[config.mk]
export PLATFORM = sky130hd
export DESIGN_NAME = sr_input_conditioner_flat
export DESIGN_NICKNAME = d
export VERILOG_FILES = /design/src/rtl/sr_cond_pkg.sv /design/src/rtl/sr_input_conditioner_if.sv /design/src/rtl/sr_cond_debounce.sv /design/src/rtl/sr_input_conditioner.sv /design/src/flat_wrapper.sv
export SDC_FILE = /design/constraint.sdc
export NUM_CORES = 1
export LEC_CHECK = 0
export ABC_CLOCK_PERIOD_IN_PS = 3200
export BUFFER_PORTS_ARGS = -buffer_cell sky130_fd_sc_hd__buf_2
export CAP_MARGIN = 20
export CORE_ASPECT_RATIO = 0.8
export CORE_MARGIN = 2
export CORE_UTILIZATION = 60
export CTS_CLUSTER_SIZE = 24
export DETAILED_ROUTE_END_ITERATION = 12
export GPL_ROUTABILITY_DRIVEN = 0
export PLACE_DENSITY_LB_ADDON = 0.1
export SLEW_MARGIN = 20
export SYNTH_ARGS = -nofsm -noshare
export SYNTH_HDL_FRONTEND = slang
export SYNTH_HIERARCHICAL = 1
export SYNTH_SLANG_ARGS = --single-unit
[constraint.sdc]
create_clock -name clk -period 3.2 [get_ports clk]
set_clock_uncertainty 0.1 [all_clocks]
set_input_delay 0.16 -clock clk [delete_from_list [all_inputs] [get_ports clk]]
set_output_delay 0.16 -clock clk [all_outputs]
set_load 0.01 [all_outputs]
[src/rtl/sr_cond_pkg.sv]
// sr_input_conditioner shared types and defaults.
// Optional macro SR_COND_SYNC_EN adds a 2-flop input synchronizer.
package sr_cond_pkg;

    typedef enum logic [1:0] {
        IDLE,
        SET_P,
        RST_P,
        CONFLICT
    } state_t;

    localparam int DB_CYCLES_DEF = 4;
    localparam int PULSE_LEN_DEF = 1;
    localparam int PCNT_W        = 4;

endpackage

[src/rtl/sr_input_conditioner_if.sv]
// Raw request inputs and conditioned latch-drive outputs.
// master drives the raw lines, slave is the conditioner.
interface sr_input_conditioner_if;

    logic s_raw;
    logic r_raw;
    logic s_o;
    logic r_o;
    logic q_o;
    logic conflict_o;

    modport master (
        output s_raw, r_raw,
        input  s_o, r_o, q_o, conflict_o
    );

    modport slave (
        input  s_raw, r_raw,
        output s_o, r_o, q_o, conflict_o
    );

endinterface

[src/rtl/sr_cond_debounce.sv]
// One-input synchronizer, debouncer and rise detector.
// SR_COND_SYNC_EN selects the 2-flop synchronizer on raw.
module sr_cond_debounce
    import sr_cond_pkg::*;
#(
    parameter int DB_CYCLES = DB_CYCLES_DEF
) (
    input  logic clk,
    input  logic rst_n,
    input  logic raw,
    output logic level,
    output logic rise
);

    localparam int CW = $clog2(DB_CYCLES);
    localparam logic [CW-1:0] CMAX = CW'(DB_CYCLES - 1);

    logic          din;
    logic [CW-1:0] cnt;

`ifdef SR_COND_SYNC_EN
    logic sync1;
    logic sync2;

    // two-flop synchronizer for the asynchronous request line
    always_ff @(posedge clk or negedge rst_n) begin
        if (!rst_n) begin
            sync1 <= 1'b0;
            sync2 <= 1'b0;
        end else begin
            sync1 <= raw;
            sync2 <= sync1;
        end
    end

    assign din = sync2;
`else
    assign din = raw;
`endif

    // level follows din only after DB_CYCLES differing samples; rise marks 0->1
    always_ff @(posedge clk or negedge rst_n) begin
        if (!rst_n) begin
            cnt   <= '0;
            level <= 1'b0;
            rise  <= 1'b0;
        end else if (din == level) begin
            cnt  <= '0;
            rise <= 1'b0;
        end else if (cnt == CMAX) begin
            cnt   <= '0;
            level <= ~level;
            rise  <= ~level;
        end else begin
            cnt  <= cnt + CW'(1);
            rise <= 1'b0;
        end
    end

endmodule

[src/rtl/sr_input_conditioner.sv]
// Arbitrates debounced set/reset requests into exclusive pulses.
// Build macro SR_COND_SYNC_EN enables input synchronizers.
module sr_input_conditioner
    import sr_cond_pkg::*;
#(
    parameter int DB_CYCLES = DB_CYCLES_DEF,
    parameter int PULSE_LEN = PULSE_LEN_DEF
) (
    input  logic                   clk,
    input  logic                   rst_n,
    sr_input_conditioner_if.slave  bus
);

    localparam logic [PCNT_W-1:0] PLAST = PCNT_W'(PULSE_LEN - 1);

    logic s_lvl, s_rise;
    logic r_lvl, r_rise;

    state_t            state, state_n;
    logic [PCNT_W-1:0] pcnt, pcnt_n;
    logic              pend_s, pend_s_n;
    logic              pend_r, pend_r_n;
    logic              q, q_n;
    logic              s_q, r_q, c_q;
    logic              last;

    sr_cond_debounce #(.DB_CYCLES(DB_CYCLES)) u_db_s (
        .clk   (clk),
        .rst_n (rst_n),
        .raw   (bus.s_raw),
        .level (s_lvl),
        .rise  (s_rise)
    );

    sr_cond_debounce #(.DB_CYCLES(DB_CYCLES)) u_db_r (
        .clk   (clk),
        .rst_n (rst_n),
        .raw   (bus.r_raw),
        .level (r_lvl),
        .rise  (r_rise)
    );

    assign last = (pcnt == PLAST);

    // next state, pulse timing, pending requests and implied latch state
    always_comb begin
        state_n  = state;
        pcnt_n   = pcnt;
        pend_s_n = pend_s;
        pend_r_n = pend_r;
        q_n      = q;
        unique case (state)
            IDLE: begin
                pcnt_n   = '0;
                pend_s_n = 1'b0;
                pend_r_n = 1'b0;
                if ((s_lvl && r_lvl) || (s_rise && r_rise)) begin
                    state_n = CONFLICT;
                end else if (s_rise) begin
                    state_n = SET_P;
                    q_n     = 1'b1;
                end else if (r_rise) begin
                    state_n = RST_P;
                    q_n     = 1'b0;
                end
            end
            SET_P: begin
                pend_r_n = pend_r | r_rise;
                if (last) begin
                    pcnt_n   = '0;
                    pend_r_n = 1'b0;
                    if ((pend_r | r_rise) && r_lvl && !s_lvl) begin
                        state_n = RST_P;
                        q_n     = 1'b0;
                    end else if (s_lvl && r_lvl) begin
                        state_n = CONFLICT;
                    end else begin
                        state_n = IDLE;
                    end
                end else begin
                    pcnt_n = pcnt + PCNT_W'(1);
                end
            end
            RST_P: begin
                pend_s_n = pend_s | s_rise;
                if (last) begin
                    pcnt_n   = '0;
                    pend_s_n = 1'b0;
                    if ((pend_s | s_rise) && s_lvl && !r_lvl) begin
                        state_n = SET_P;
                        q_n     = 1'b1;
                    end else if (s_lvl && r_lvl) begin
                        state_n = CONFLICT;
                    end else begin
                        state_n = IDLE;
                    end
                end else begin
                    pcnt_n = pcnt + PCNT_W'(1);
                end
            end
            CONFLICT: begin
                pcnt_n = '0;
                if (!s_lvl && !r_lvl) begin
                    state_n = IDLE;
                end
            end
            default: begin
                state_n = IDLE;
            end
        endcase
    end

    // state plus outputs registered from the next state so they align
    always_ff @(posedge clk or negedge rst_n) begin
        if (!rst_n) begin
            state  <= IDLE;
            pcnt   <= '0;
            pend_s <= 1'b0;
            pend_r <= 1'b0;
            q      <= 1'b0;
            s_q    <= 1'b0;
            r_q    <= 1'b0;
            c_q    <= 1'b0;
        end else begin
            state  <= state_n;
            pcnt   <= pcnt_n;
            pend_s <= pend_s_n;
            pend_r <= pend_r_n;
            q      <= q_n;
            s_q    <= (state_n == SET_P);
            r_q    <= (state_n == RST_P);
            c_q    <= (state_n == CONFLICT);
        end
    end

    assign bus.s_o        = s_q;
    assign bus.r_o        = r_q;
    assign bus.q_o        = q;
    assign bus.conflict_o = c_q;

endmodule
[src/flat_wrapper.sv]
// flat-port wrapper written by rule: the top's interface ports become plain ports
module sr_input_conditioner_flat import sr_cond_pkg::*;
#(
    parameter int DB_CYCLES = DB_CYCLES_DEF,
    parameter int PULSE_LEN = PULSE_LEN_DEF
)
  (clk, rst_n, bus_s_raw, bus_r_raw, bus_s_o, bus_r_o, bus_q_o, bus_conflict_o);
  sr_input_conditioner_if bus_i ();
  input  logic clk;
  input  logic rst_n;
  input wire logic [$bits(bus_i.s_raw)-1:0] bus_s_raw;
  input wire logic [$bits(bus_i.r_raw)-1:0] bus_r_raw;
  output wire logic [$bits(bus_i.s_o)-1:0] bus_s_o;
  output wire logic [$bits(bus_i.r_o)-1:0] bus_r_o;
  output wire logic [$bits(bus_i.q_o)-1:0] bus_q_o;
  output wire logic [$bits(bus_i.conflict_o)-1:0] bus_conflict_o;
  assign bus_i.s_raw = bus_s_raw;
  assign bus_i.r_raw = bus_r_raw;
  assign bus_s_o = bus_i.s_o;
  assign bus_r_o = bus_i.r_o;
  assign bus_q_o = bus_i.q_o;
  assign bus_conflict_o = bus_i.conflict_o;
  sr_input_conditioner #(.DB_CYCLES(DB_CYCLES), .PULSE_LEN(PULSE_LEN)) u_core (.clk(clk), .rst_n(rst_n), .bus(bus_i));
endmodule
== Yosys cells after proc, flatten, opt, wreduce, memory -nomap -nowiden ==
Index checks and enable logic that the tools add are counted.
Widths: inputs -> output; s select.

* Register bits after elaboration: 20
* Word-level logic and storage cells: 91

* Add/subtract/negate cells: 3
* Equality and inequality tests: 16
* Multiplexer cells: 32
* Bitwise gates (word level): 6
* Reduce and logical (&&, ||, !) cells: 20

{| class="wikitable"
|+ Operators with widths
! kind !! count
|-
| $mux 2 || 13
|-
| $mux 1 || 13
|-
| $eq 2x2->1 const B || 6
|-
| $ne 2x1->1 const B || 4
|-
| $pmux 2 s4 || 1
|-
| $pmux 4 s2 || 1
|-
| $logic_and 1x1->1 || 7
|-
| $reduce_and 7->1 || 1
|-
| $add 2x1->2 const B || 2
|-
| $add 4x1->4 const B || 1
|-
| $eq 2x1->1 const B || 2
|-
| $logic_not 4->1 || 1
|-
| $mux 4 || 1
|-
| $not 1->1 || 4
|-
| $pmux 1 s2 || 2
|-
| $reduce_and 2->1 || 2
|-
| $reduce_bool 2->1 || 2
|-
| $reduce_or 2->1 || 2
|-
| $ne 3x3->1 const B || 1
|-
| $pmux 1 s3 || 1
|-
| $reduce_bool 3->1 || 1
|-
| $eq 1x1->1 || 2
|-
| $logic_not 1->1 || 2
|-
| $logic_not 2->1 || 1
|-
| other kinds (3) || 4
|}

== Depth between registers and ports, before layout ==
* Depth in word-level cells: 7
* Mapped depth: 6
* Mapped depth without buffers: 6

== Hierarchy ==
Netlist, hierarchy kept.

{| class="wikitable"
|+ By module, submodules not included
! module !! instances !! cells an instance !! area an instance (µm²) !! sequential area each (µm²)
|-
| sr_input_conditioner || 1 || 69 || 699.4 || 300.3
|-
| sr_cond_debounce || 2 || 10 || 158.9 || 100.1
|}

== Worst setup path before layout ==
OpenSTA, ideal clock, no wires.

* Kind: register to register
* Start point: register u_core.pcnt[0]
* End point: register u_core.q, in the netlist u_core/bus.q_o
* Library setup time: 125 ps
* Arrival time: 1628 ps
* Data required time: 2975 ps
* Slack: 1348 ps
* Cell stages (with the launch flop): 7
* Path buffers: 0
* Period minus slack after synthesis: 1852 ps
* Path through: dfrtp_1 > inv_1 > ha_1 > nor4b_2 > o211ai_1 > a221oi_1 > mux2_2

* Longest elaborated chain between the ends: 3

{| class="wikitable"
|+ RTL lines
! what !! RTL line !! text
|-
| start: declaration || sr_input_conditioner.sv:20 || <nowiki>logic [PCNT_W-1:0] pcnt, pcnt_n;</nowiki>
|-
| start signal: assignment || sr_input_conditioner.sv:126 || <nowiki>pcnt <= pcnt_n;</nowiki>
|-
| $logic_not 4->1 * || sr_input_conditioner.sv:43 || <nowiki>assign last = (pcnt == PLAST);</nowiki>
|-
| $ne 2x1->1 (no line) || - ||
|-
| $reduce_and 7->1 (no line) * || - ||
|-
| end signal: assignment || sr_input_conditioner.sv:129 || <nowiki>q <= q_n;</nowiki>
|-
| end: declaration || sr_input_conditioner.sv:23 || <nowiki>logic q, q_n;</nowiki>
|}

Mark *: on every way between the ends. The rest lies on a longest branch, timed or not.
A chain may end at the register's enable or synchronous reset.

== Worst setup path in the final report ==
* Start point: register u_core.state[0]
* End point: register u_core.c_q, in the netlist u_core/bus.conflict_o

* Longest elaborated chain between the ends: 5

{| class="wikitable"
|+ RTL lines
! what !! RTL line !! text
|-
| start: declaration || sr_input_conditioner.sv:19 || <nowiki>state_t state, state_n;</nowiki>
|-
| start signal: assignment || sr_input_conditioner.sv:125 || <nowiki>state <= state_n;</nowiki>
|-
| $mux 2 || sr_input_conditioner.sv:62 || <nowiki>end else if (r_rise) begin</nowiki>
|-
| $mux 2 || sr_input_conditioner.sv:59 || <nowiki>end else if (s_rise) begin</nowiki>
|-
| $mux 2 || sr_input_conditioner.sv:57 || <nowiki>if ((s_lvl && r_lvl) || (s_rise && r_rise)) begin</nowiki>
|-
| $pmux 2 s4 * || sr_input_conditioner.sv:52 || <nowiki>unique case (state)</nowiki>
|-
| via u_core.state_n[0] || sr_input_conditioner.sv:19 ||
|-
| $eq 2x2->1 * || sr_input_conditioner.sv:132 || <nowiki>c_q <= (state_n == CONFLICT);</nowiki>
|-
| end signal: assignment || sr_input_conditioner.sv:132 ||
|-
| end: declaration || sr_input_conditioner.sv:24 || <nowiki>logic s_q, r_q, c_q;</nowiki>
|}

The timed path passes the listed nets; every way through them passes the cells marked *.

==> impl_metrics.csv <==
group,metric,value,unit
drt,drc,0,
synth,synthTopCellsByCount,"20 x dfrtp_1, 8 x ha_1, 6 x a21oi_1, 6 x inv_1, 6 x nor2_1",
critical_path,worst-setup-path-type,"flop to flop",
clocking,clock_path_buffers,2,
grt,track_usage,0.220,
synth,synth_warnings,6,
synth,yosysSeqAreaShare,0.492,
critical_path,start_kind,"flop",
die,dieArea,2040,um^2
clocking,clkSinkCount,20,
pwr,seqPwrFrac,0.443,
grt,grt_pass1_vias,666,
clocking,post_cts_buffers,0,
synth,yosysMostFrequentCell,"dfrtp_1",
placement,io_buffers,7,
finish,area_delta_synth_final,11.3,%
grt,grt_pass1_wl,3.07,mm
sta,final.setup.worst_slack,1.13,ns
synth,syn_area,1020,um^2
drt,wire_per_inst,14.8,um
pwr,totalPowerFinal,0.873,mW
finish,fill_cells,126,
finish,nets,116,
hold_path,hold_class,"primary input to async pin",
synth,dominantRegCellSynth,"dfrtp_1",
critical_path,rr_startpoint,"u_core/state[0]",
critical_path,worstPathRequired,3.35,ns
placement,hpwl,1.35,mm
critical_path,reg2reg_to,"u_core/bus.conflict_o",
die,num_rows,13,
drt,wirelength,1.83,mm
drt,wl_met3,59,um
pwr,ir_worst_vdd,541,uV
critical_path,crit_path_end_kind,"flop",
sta,relSlewSlack,0.672,
synth,avgSynthCellArea,11.4,um^2
critical_path,cp.arrival,2.21,ns
clocking,h-tree-depth,1,
die,ioPinCount,8,
drt,firstDrtPassIters,4,
pwr,intPower,0.536,mW
sta,period_needed,2.07,ns
critical_path,cp_max_fo,6,
grt,grt_max_degree,21,
die,die_h,40.8,um
die,core_area,1610,um^2
sta,fmax,484,MHz
clocking,tritoncts,"built",
grt,grt_overflow,0,
finish,multi_input_area,494,um^2
finish,seq_area,500,um^2
synth,synth-seq-cells,20,
run,max_cap_violations,0,
synth,synth_top_area_cell,"dfrtp_1",
sta,setup_tns,0,ns
grt,antenna_found_initial,0,
pwr,power_frac_comb,0.422,
synth,synth_top_area_frac,0.492,
sta,rsz0062_at_grt,"false",
sta,finalHoldViolations,0,
synth,synthCells,89,
sta,timing.final.crit_share,0.646,
synth,synth_edf_count,0,
clocking,clk_latency,0.31,ns
clocking,clkSlewWorstSetupHoldPaths,0.10,ns
placement,place_ws,1.15,ns
drt,vias_per_cell,5.71,
synth,synthArstFlopShare,1.00,
pwr,power_leakage,0.527,nW
sta,worstMarginPinSlew,0.492,ns
sta,setup_violations,0,
die,start_util,0.632,
drt,met1Wirelength,868,um
pwr,power.density,771,nW/um^2
critical_path,rr_worst_depth,6,
drt,drt_iter0_markers,9,
drt,antenna_left,0,
sta,slew_viol_final,0,
die,chipWidth,50.0,um
finish,drive_above_1_share,0.176,
drt,vias,708,
pwr,clockPowerShare,0.135,
drt,dr.max_layer_used,"met4",
finish,fin_util,0.703,
synth,synthTopCellsByArea,"dfrtp_1 49%, ha_1 9.8%, xnor2_1 3.4%, a21oi_1 3.0%, nor4b_2 3.0%",
outcome,status,"complete, no violations",
clocking,ctsRootBufferMaster,"clkbuf_4",
finish,num_antenna_cells,0,
pwr,p_sw_frac,0.386,
critical_path,r2r_slack,1.13,ns
pwr,power.switching,0.337,mW
drt,wl_met2,863,um
clocking,numCtsBuffers,3,
synth,ys_types,26,
synth,synth_nets,101,
-- critical path, stage by stage (launching register included) --
cell      delay, ns
dfrtp_1        0.45
inv_1          0.11
ha_1           0.25
o21ai_0        0.12
a211o_1        0.31
a222oi_1       0.45
and2_1         0.21
-- layout by cell type (no fill, tap or decap), drive strengths merged, types with 3 or more instances in the layout --
cell type,netlist,routed
clkbuf,0,3
o21ai,5,5
nand2,4,4
inv,6,6
a21oi,6,6
dfrtp,20,20
nor2b,4,4
and2,3,3
xnor2,4,4
buf,0,7
dlygate4sd3,0,3
mux2,3,3
ha,8,8
nor2,6,6
-- flip-flops by register name (all words and copies together) (netlist names) --
signal	count
u_core/bus.conflict_o	1
u_core/u_db_s/rise	1
u_core/state	2
u_core/pend_s	1
u_core/bus.r_o	1
u_core/u_db_r/rise	1
u_core/pcnt	4
u_core/u_db_r/cnt	2
u_core/bus.s_o	1
u_core/u_db_r/level	1
u_core/u_db_s/cnt	2
u_core/pend_r	1
u_core/bus.q_o	1
u_core/u_db_s/level	1
-- power groups by stage --
stage	Sequential [mW]	Clock, mW	Combinational (mW)
floorplan	0.381	0	0.275
global placement	0.385	0	0.354
detailed placement	0.390	0	0.363
CTS	0.385	0.126	0.368
global route	0.397	0.134	0.418
finish	0.386	0.118	0.369
-- what timing repair did --
| action | CTS | global route |
|---|---|---|
| hold endpoints to repair | 21 | 1 |
| setup endpoints to repair | 0 | 0 |
| hold buffers | 2 | 1 |
| resized for setup | 0 | 0 |
-- worst max path at each step --
stage	cells past startpoint	to	startpoint	slack, ns
6_report	6	u_core/bus.conflict_o	u_core/state[0]	1.13
5_1_grt	6	u_core/bus.q_o	u_core/pcnt[0]	1.00
4_1_cts	6	u_core/bus.q_o	u_core/pcnt[0]	1.12
3_5_place_dp	6	u_core/bus.q_o	u_core/pcnt[0]	1.15
3_3_place_gp	6	u_core/bus.q_o	u_core/pcnt[0]	1.18
2_1_floorplan	6	u_core/bus.q_o	u_core/pcnt[0]	1.35
-- cell type report --
cell class | count | area share
tap | 22 | 0.0243
clock buffer | 3 | 0.0199
sequential | 20 | 0.442
timing repair buffer | 10 | 0.0575
inverter | 6 | 0.0199
multi-input combinational | 63 | 0.436
-- kinds of logic (layout without fill, tap and decap cells) --
group,Yosys count,in the layout,share of synthesized area
DFF,20,20,0.492
muxes,3,3,0.0332
adders and majority gates,8,8,0.0984
buffers and inverters,6,19,0.0221
AOI/OAI and AO/OA,22,22,0.146
and+or+nand+nor,25,25,0.165
xor gates and xnor gates,5,5,0.0430
-- through the flow --
stage	instances	hold slack (ns)	cell area [um^2]
after global routing	124	0.251	1130
after floorplan	89	-0.236	1020
after CTS	123	0.000412	1120
after detailed placement	118	0.0261	1080
final	124	0.220	1130
after global placement	118	0.0235	1080
-- metal layers --
metal  vias up  global-route usage
met3         4              0.0547
met5         -                   0
met1       349               0.261
li1        342                   -
met2        13               0.375
met4         0               0.139
No activity file was read; power rests on OpenSTA's default activity.
